===== config.mk =====
export PLATFORM = sky130hd
export DESIGN_NAME = demo_transmitter_flat
export DESIGN_NICKNAME = d
export VERILOG_FILES = /design/src/rtl/demo_transmitter_if.sv /design/src/rtl/demo_transmitter.sv /design/src/flat_wrapper.sv
export SDC_FILE = /design/constraint.sdc
export NUM_CORES = 1
export LEC_CHECK = 0
export CORE_ASPECT_RATIO = 1.5
export CORE_MARGIN = 3
export CORE_UTILIZATION = 52
export CTS_CLUSTER_DIAMETER = 50
export DETAILED_ROUTE_END_ITERATION = 6
export PLACE_DENSITY_LB_ADDON = 0.08
export SYNTH_ARGS = -nofsm -noshare
export SYNTH_HDL_FRONTEND = slang
export SYNTH_SLANG_ARGS = --single-unit

===== constraint.sdc =====
create_clock -name Clock -period 3.3 [get_ports Clock]
set_input_delay 0.66 -clock Clock [delete_from_list [all_inputs] [get_ports Clock]]
set_output_delay 0.66 -clock Clock [all_outputs]
set_load 0.05 [all_outputs]

===== src/rtl/demo_transmitter_if.sv =====
// Byte-in / serial-out handshake bundle for demo_transmitter.
// The master offers bytes; the slave (the transmitter) drives the serial line and status.
interface demo_transmitter_if;
    logic [7:0] Data;
    logic       Valid;
    logic       Ready;
    logic       SerialOut;
    logic       Busy;

    modport master (
        output Data,
        output Valid,
        input  Ready,
        input  SerialOut,
        input  Busy
    );

    modport slave (
        input  Data,
        input  Valid,
        output Ready,
        output SerialOut,
        output Busy
    );
endinterface


===== src/rtl/demo_transmitter.sv =====
// UART-style serializer: start bit, 8 data bits LSB first, optional even parity, stop bit.
// Each bit lasts CLKS_PER_BIT clocks; SerialOut is registered and idles high.
module demo_transmitter #(
    parameter int CLKS_PER_BIT = 8,
    parameter int PARITY_EN    = 1
) (
    input  logic                 Clock,
    input  logic                 Reset,
    demo_transmitter_if.slave    bus
);

    localparam int CNT_W = (CLKS_PER_BIT > 1) ? $clog2(CLKS_PER_BIT) : 1;
    localparam logic [CNT_W-1:0] CNT_RELOAD = CNT_W'(CLKS_PER_BIT - 1);

    typedef enum logic [2:0] {
        IDLE,
        START,
        DATA,
        PARITY,
        STOP
    } state_t;

    state_t           state_q, state_nxt;
    logic [CNT_W-1:0] cnt_q, cnt_nxt;
    logic [2:0]       idx_q, idx_nxt;
    logic [7:0]       data_q, data_nxt;
    logic             par_q, par_nxt;
    logic             so_q, so_nxt;

    function automatic logic even_parity(input logic [7:0] b);
        return ^b;
    endfunction

    always_ff @(posedge Clock) begin
        if (Reset) begin
            state_q <= IDLE;
            cnt_q   <= '0;
            idx_q   <= '0;
            data_q  <= '0;
            par_q   <= 1'b0;
            so_q    <= 1'b1;
        end else begin
            state_q <= state_nxt;
            cnt_q   <= cnt_nxt;
            idx_q   <= idx_nxt;
            data_q  <= data_nxt;
            par_q   <= par_nxt;
            so_q    <= so_nxt;
        end
    end

    // SerialOut is computed for the state being entered so the line changes on the bit boundary.
    always_comb begin
        state_nxt = state_q;
        cnt_nxt   = cnt_q;
        idx_nxt   = idx_q;
        data_nxt  = data_q;
        par_nxt   = par_q;
        so_nxt    = so_q;

        case (state_q)
            IDLE: begin
                so_nxt = 1'b1;
                if (bus.Valid) begin
                    state_nxt = START;
                    cnt_nxt   = CNT_RELOAD;
                    idx_nxt   = '0;
                    data_nxt  = bus.Data;
                    par_nxt   = even_parity(bus.Data);
                    so_nxt    = 1'b0;
                end
            end

            START: begin
                if (cnt_q != '0) begin
                    cnt_nxt = cnt_q - CNT_W'(1);
                end else begin
                    state_nxt = DATA;
                    cnt_nxt   = CNT_RELOAD;
                    idx_nxt   = '0;
                    so_nxt    = data_q[0];
                end
            end

            DATA: begin
                if (cnt_q != '0) begin
                    cnt_nxt = cnt_q - CNT_W'(1);
                end else begin
                    cnt_nxt = CNT_RELOAD;
                    if (idx_q == 3'd7) begin
                        if (PARITY_EN != 0) begin
                            state_nxt = PARITY;
                            so_nxt    = par_q;
                        end else begin
                            state_nxt = STOP;
                            so_nxt    = 1'b1;
                        end
                    end else begin
                        idx_nxt = idx_q + 3'd1;
                        so_nxt  = data_q[idx_q + 3'd1];
                    end
                end
            end

            PARITY: begin
                if (cnt_q != '0) begin
                    cnt_nxt = cnt_q - CNT_W'(1);
                end else begin
                    state_nxt = STOP;
                    cnt_nxt   = CNT_RELOAD;
                    so_nxt    = 1'b1;
                end
            end

            STOP: begin
                if (cnt_q != '0) begin
                    cnt_nxt = cnt_q - CNT_W'(1);
                end else begin
                    state_nxt = IDLE;
                    cnt_nxt   = '0;
                    so_nxt    = 1'b1;
                end
            end

            default: begin
                state_nxt = IDLE;
                cnt_nxt   = '0;
                so_nxt    = 1'b1;
            end
        endcase
    end

    assign bus.SerialOut = so_q;
    assign bus.Ready     = (state_q == IDLE);
    assign bus.Busy      = (state_q != IDLE);

endmodule

===== src/flat_wrapper.sv =====
// flat-port wrapper written by rule: the top's interface ports become plain ports
module demo_transmitter_flat 
#(
    parameter int CLKS_PER_BIT = 8,
    parameter int PARITY_EN    = 1
)
  (Clock, Reset, bus_Data, bus_Valid, bus_Ready, bus_SerialOut, bus_Busy);
  demo_transmitter_if bus_i ();
  input  logic Clock;
  input  logic Reset;
  input wire logic [$bits(bus_i.Data)-1:0] bus_Data;
  input wire logic [$bits(bus_i.Valid)-1:0] bus_Valid;
  output wire logic [$bits(bus_i.Ready)-1:0] bus_Ready;
  output wire logic [$bits(bus_i.SerialOut)-1:0] bus_SerialOut;
  output wire logic [$bits(bus_i.Busy)-1:0] bus_Busy;
  assign bus_i.Data = bus_Data;
  assign bus_i.Valid = bus_Valid;
  assign bus_Ready = bus_i.Ready;
  assign bus_SerialOut = bus_i.SerialOut;
  assign bus_Busy = bus_i.Busy;
  demo_transmitter #(.CLKS_PER_BIT(CLKS_PER_BIT), .PARITY_EN(PARITY_EN)) u_core (.Clock(Clock), .Reset(Reset), .bus(bus_i));
endmodule

[Word level (Yosys, flattened, before mapping)]
Index checks and enable logic that the tools add are counted.
Cells by class
  $add $sub $neg: 2
  $lt $le $gt $ge: 1
  eq/ne operators: 13
  multiplexer cells: 23
  reduce and logical (&&, ||, !) cells: 11
Operators by type and width (count)
  $mux 3: 12
  $pmux 3 s3: 2
  $pmux 3 s5: 1
  $ne 2x2->1 const B: 7
  $reduce_bool 3->1: 3
  $reduce_xor 8->1: 1
  $eq 3x2->1 const B: 2
  $eq 3x3->1 const B: 2
  $mux 1: 6
  $reduce_and 6->1: 1
  $reduce_and 5->1: 1
  $lt 3x4->1 const B: 1
  $pmux 1 s4: 1
  $add 3x1->3 const B: 1
  $bmux 1 s3: 1
  $eq 3x1->1 const B: 1
  $logic_not 3->1: 1
  $reduce_and 3->1: 1
  $reduce_or 3->1: 1
  $sub 3x1->3 const B: 1
  $ne 2x1->1 const B: 1
  $reduce_and 2->1: 1
  $reduce_or 2->1: 1
Word-level totals
  bits in registers: 19
  input port bits: 11
  output and inout port bits: 3
  word-level logic and storage cells: 56

[Longest topological paths before layout]
  depth after elaboration: 6
  mapped depth: 6
  gate-level depth less buffers: 6

[Worst setup path before layout]
Ideal clock, no wire load.
  path kind: register -> output
  start: register u_core.state_q[0]
  end: output bus_Busy
  arrival time: 1.383 ns
  data required time: 2.640 ns
  path slack: 1.257 ns
  stages on the path, launching flop included: 4
  buffers on the path: 1
  cell sequence: dfxtp_1 -> buf_2 -> nor3_4 -> inv_1
Between the ends
  word-level cells in the longest chain between the ends: 1
RTL lines
  start, declared: RTL line demo_transmitter.sv:23  | state_t state_q, state_nxt;
  start signal, assigned: RTL line demo_transmitter.sv:43  | state_q <= state_nxt;
  $reduce_bool 3->1: RTL line demo_transmitter.sv:135  | assign bus.Busy = (state_q != IDLE);
  end, declared: RTL line flat_wrapper.sv:15  | output wire logic [$bits(bus_i.Busy)-1:0] bus_Busy;
Every way passes these cells.

[Worst setup path after layout]
  start: register u_core.state_q[1]
  end: output bus_Ready
Between the ends
  word-level cells in the longest chain between the ends: 1
RTL lines
  $logic_not 3->1: RTL line demo_transmitter.sv:134  | assign bus.Ready = (state_q == IDLE);
  end, declared: RTL line flat_wrapper.sv:13  | output wire logic [$bits(bus_i.Ready)-1:0] bus_Ready;
Every way passes these cells.

==> results.toml <==
[power_and_ir_drop]
powerDensity_nw_per_um2 = 508
leakage_nw = 0.445
peakVddDrop_uv = 291
power_mw = 0.623

[route]
wl_per_cell_microns = 13.8
num_vias = 883
routed_wirelength_microns = 2150
drt_iter0_markers = 15
viasPerCell = 5.66
dr.pass1.iters = 4
drtAntennaViolNets = 0
drc = 0

[synth]
netlist_area_sq_um = 1070
synth-edff-count = 0
synth_warnings = 0
synth_nets = 137
synth-seq-cells = 19
synth_cell_types = 37
async_flop_share_pct = 0
syn_area_per_cell_sq_um = 8.67
ys.flop_type = "dfxtp_1"
ys_seq_area_share_pct = 35.4
netlist_instances = 124

[sta]
drv_slew = 0
layout_min_cycle_time_ns = 2.61
rsz0062_at_grt = "false"
hold_violations = 0
max_slew_margin_pct = 63.1
fin_crit_sh_pct = 79.0
setup_violations = 0
skew_ns = 0.00179
clock.fmax_mhz = 384
worstMarginPinSlew_ns = 0.552
tns_ns = 0

[clock_network]
cts_buffers = 3
clk-insertion-delay-late_ns = 0.28
postCtsSetupBuffers = 0
cts_resized = 0
cts_tree = "done"
cts_max_path_buffers = 2
clk_pin_slew_ns = 0.11
h-tree-depth = 1
cts_sinks = 19
postCtsHoldBufs = 0
root_buffer = "clkbuf_4"

[final_layout]
seq_area_sq_um = 380
antennaDiodeCount = 0
multiInputGateArea_sq_um = 638
nets = 149
nFillCells = 184
synthToLayoutAreaGrowth_pct = 14.0
drive_gt1_share_pct = 9.63

[placement]
port_buffers = 13
place.gp.congestion = 0.816
dp_hpwl_microns = 1660

[setup_path]
critical_path_peak_fanout = 12
r2r_cells = 6
cp-end-kind = "output pin"
required_ns = 2.64
cp.arrival_ns = 1.95
crit_type = "reg -> out"
start_kind = "flop"

[job]
maxCapViolCount = 0

[floorplan]
rows = 19
start_util_pct = 56.5
die-height_microns = 61.7
core_sq_um = 1900
dieWidth_microns = 43.1
num_io_pins = 14
die_area_sq_um = 2660

[min_path]
min_path_type = "reg -> reg"
hold_depth = 2

[global_route]
grt_first_pass_wirelength_microns = 3640
grt-ovfl-total = 0
grt_max_degree = 17
first_global_vias = 857
grt_use_total_pct = 17.9
antenna_found_initial = 0

[status]
status = "completed"
[cells by family (layout without fill, tap and decap cells)]
logic type | count (synthesis) | count (layout) | share of synthesized area (%)
AOI/OAI and AO/OA | 26 | 26 | 16.8
xor gates and xnor gates | 8 | 8 | 6.52
adders and majority gates | 3 | 3 | 3.38
buffers and inverters | 11 | 22 | 5.24
DFF | 19 | 19 | 35.4
muxes | 7 | 7 | 8.85
and+or+nand+nor | 50 | 50 | 23.9
[where the power goes]
| group | total, mW | switching (mW) | internal [mW] | leakage [nW] |
|---|---|---|---|---|
| Combinational | 0.222 | 0.123 | 0.0989 | 0.272 |
| Clock | 0.113 | 0.0685 | 0.0449 | 0.0177 |
| Sequential | 0.288 | 0.0333 | 0.254 | 0.156 |
[placed cells by master, fill, tap and decap left out, drive strengths merged, types with 5 or more instances in the layout]
| cell | count |
|---|---|
| a21oi | 12 |
| clkdlybuf4s50 | 13 |
| dfxtp | 19 |
| mux2i | 5 |
| nand2 | 22 |
| nor2 | 7 |
| nor3 | 6 |
| o21ai | 5 |
| xnor2 | 8 |
[layout make-up]
| class | count | area share, % |
|---|---|---|
| repair buffers | 14 | 11.2 |
| inverters | 4 | 1.23 |
| clock buffers | 3 | 1.84 |
| clock inverters | 1 | 0.409 |
| multi-input cells | 94 | 52.1 |
| well taps | 21 | 2.15 |
| flip-flops and latches | 19 | 31.1 |
[registers in the layout (all words and copies together), names as in the netlist]
register              count
u_core.idx_q              3
u_core.bus.SerialOut      1
u_core.par_q              1
u_core.state_q            3
u_core.data_q             8
u_core.cnt_q              3
[final timing paths]
kind | from | endpoint | slack [ns]
setup / recovery | u_core.state_q[1] | bus_Ready | 0.69
hold / removal | u_core.data_q[3] | u_core.data_q[3] | 0.46
setup reg to reg | u_core.idx_q[0] | u_core.idx_q[0] | 1.63
hold reg to reg | u_core.data_q[3] | u_core.data_q[3] | 0.46
[metal layers]
| metal | wire, microns | track usage, % | vias to the layer above |
|---|---|---|---|
| li1 | - | - | 455 |
| met1 | 890 | 20.6 | 410 |
| met2 | 1150 | 33.4 | 14 |
| met3 | 63 | 1.75 | 4 |
| met4 | 50 | 7.33 | 0 |
| met5 | 0 | 0 | - |
[through the flow]
step	instances	worst slack, ns	hold slack, ns	cell area, sq um	utilization, %
after floorplan	124	1.26	0.433	1070	-
after global placement	152	1.05	0.447	1200	63.0
after detailed placement	152	1.02	0.448	1200	63.0
after CTS	156	0.689	0.464	1220	64.4
after global routing	156	0.571	0.490	1220	64.4
final	156	0.694	0.461	1220	64.4
[critical path, cell delays in order (launching register included)]
cell             delay (ns)
dfxtp_1                0.48
nor3_4                 0.33
clkdlybuf4s50_1        0.85
[synthesized netlist by cell type, types with 4 or more instances]
master	n	area [sq um]
a21oi_1	11	55.1
dfxtp_1	19	380
inv_1	4	15.0
mux2i_1	5	50.1
nand2_1	22	82.6
nor2_1	7	26.3
nor2b_1	4	25.0
nor3_1	4	20.0
o21ai_0	5	25.0
xnor2_1	8	70.1
No activity file was read; power rests on OpenSTA's default activity.
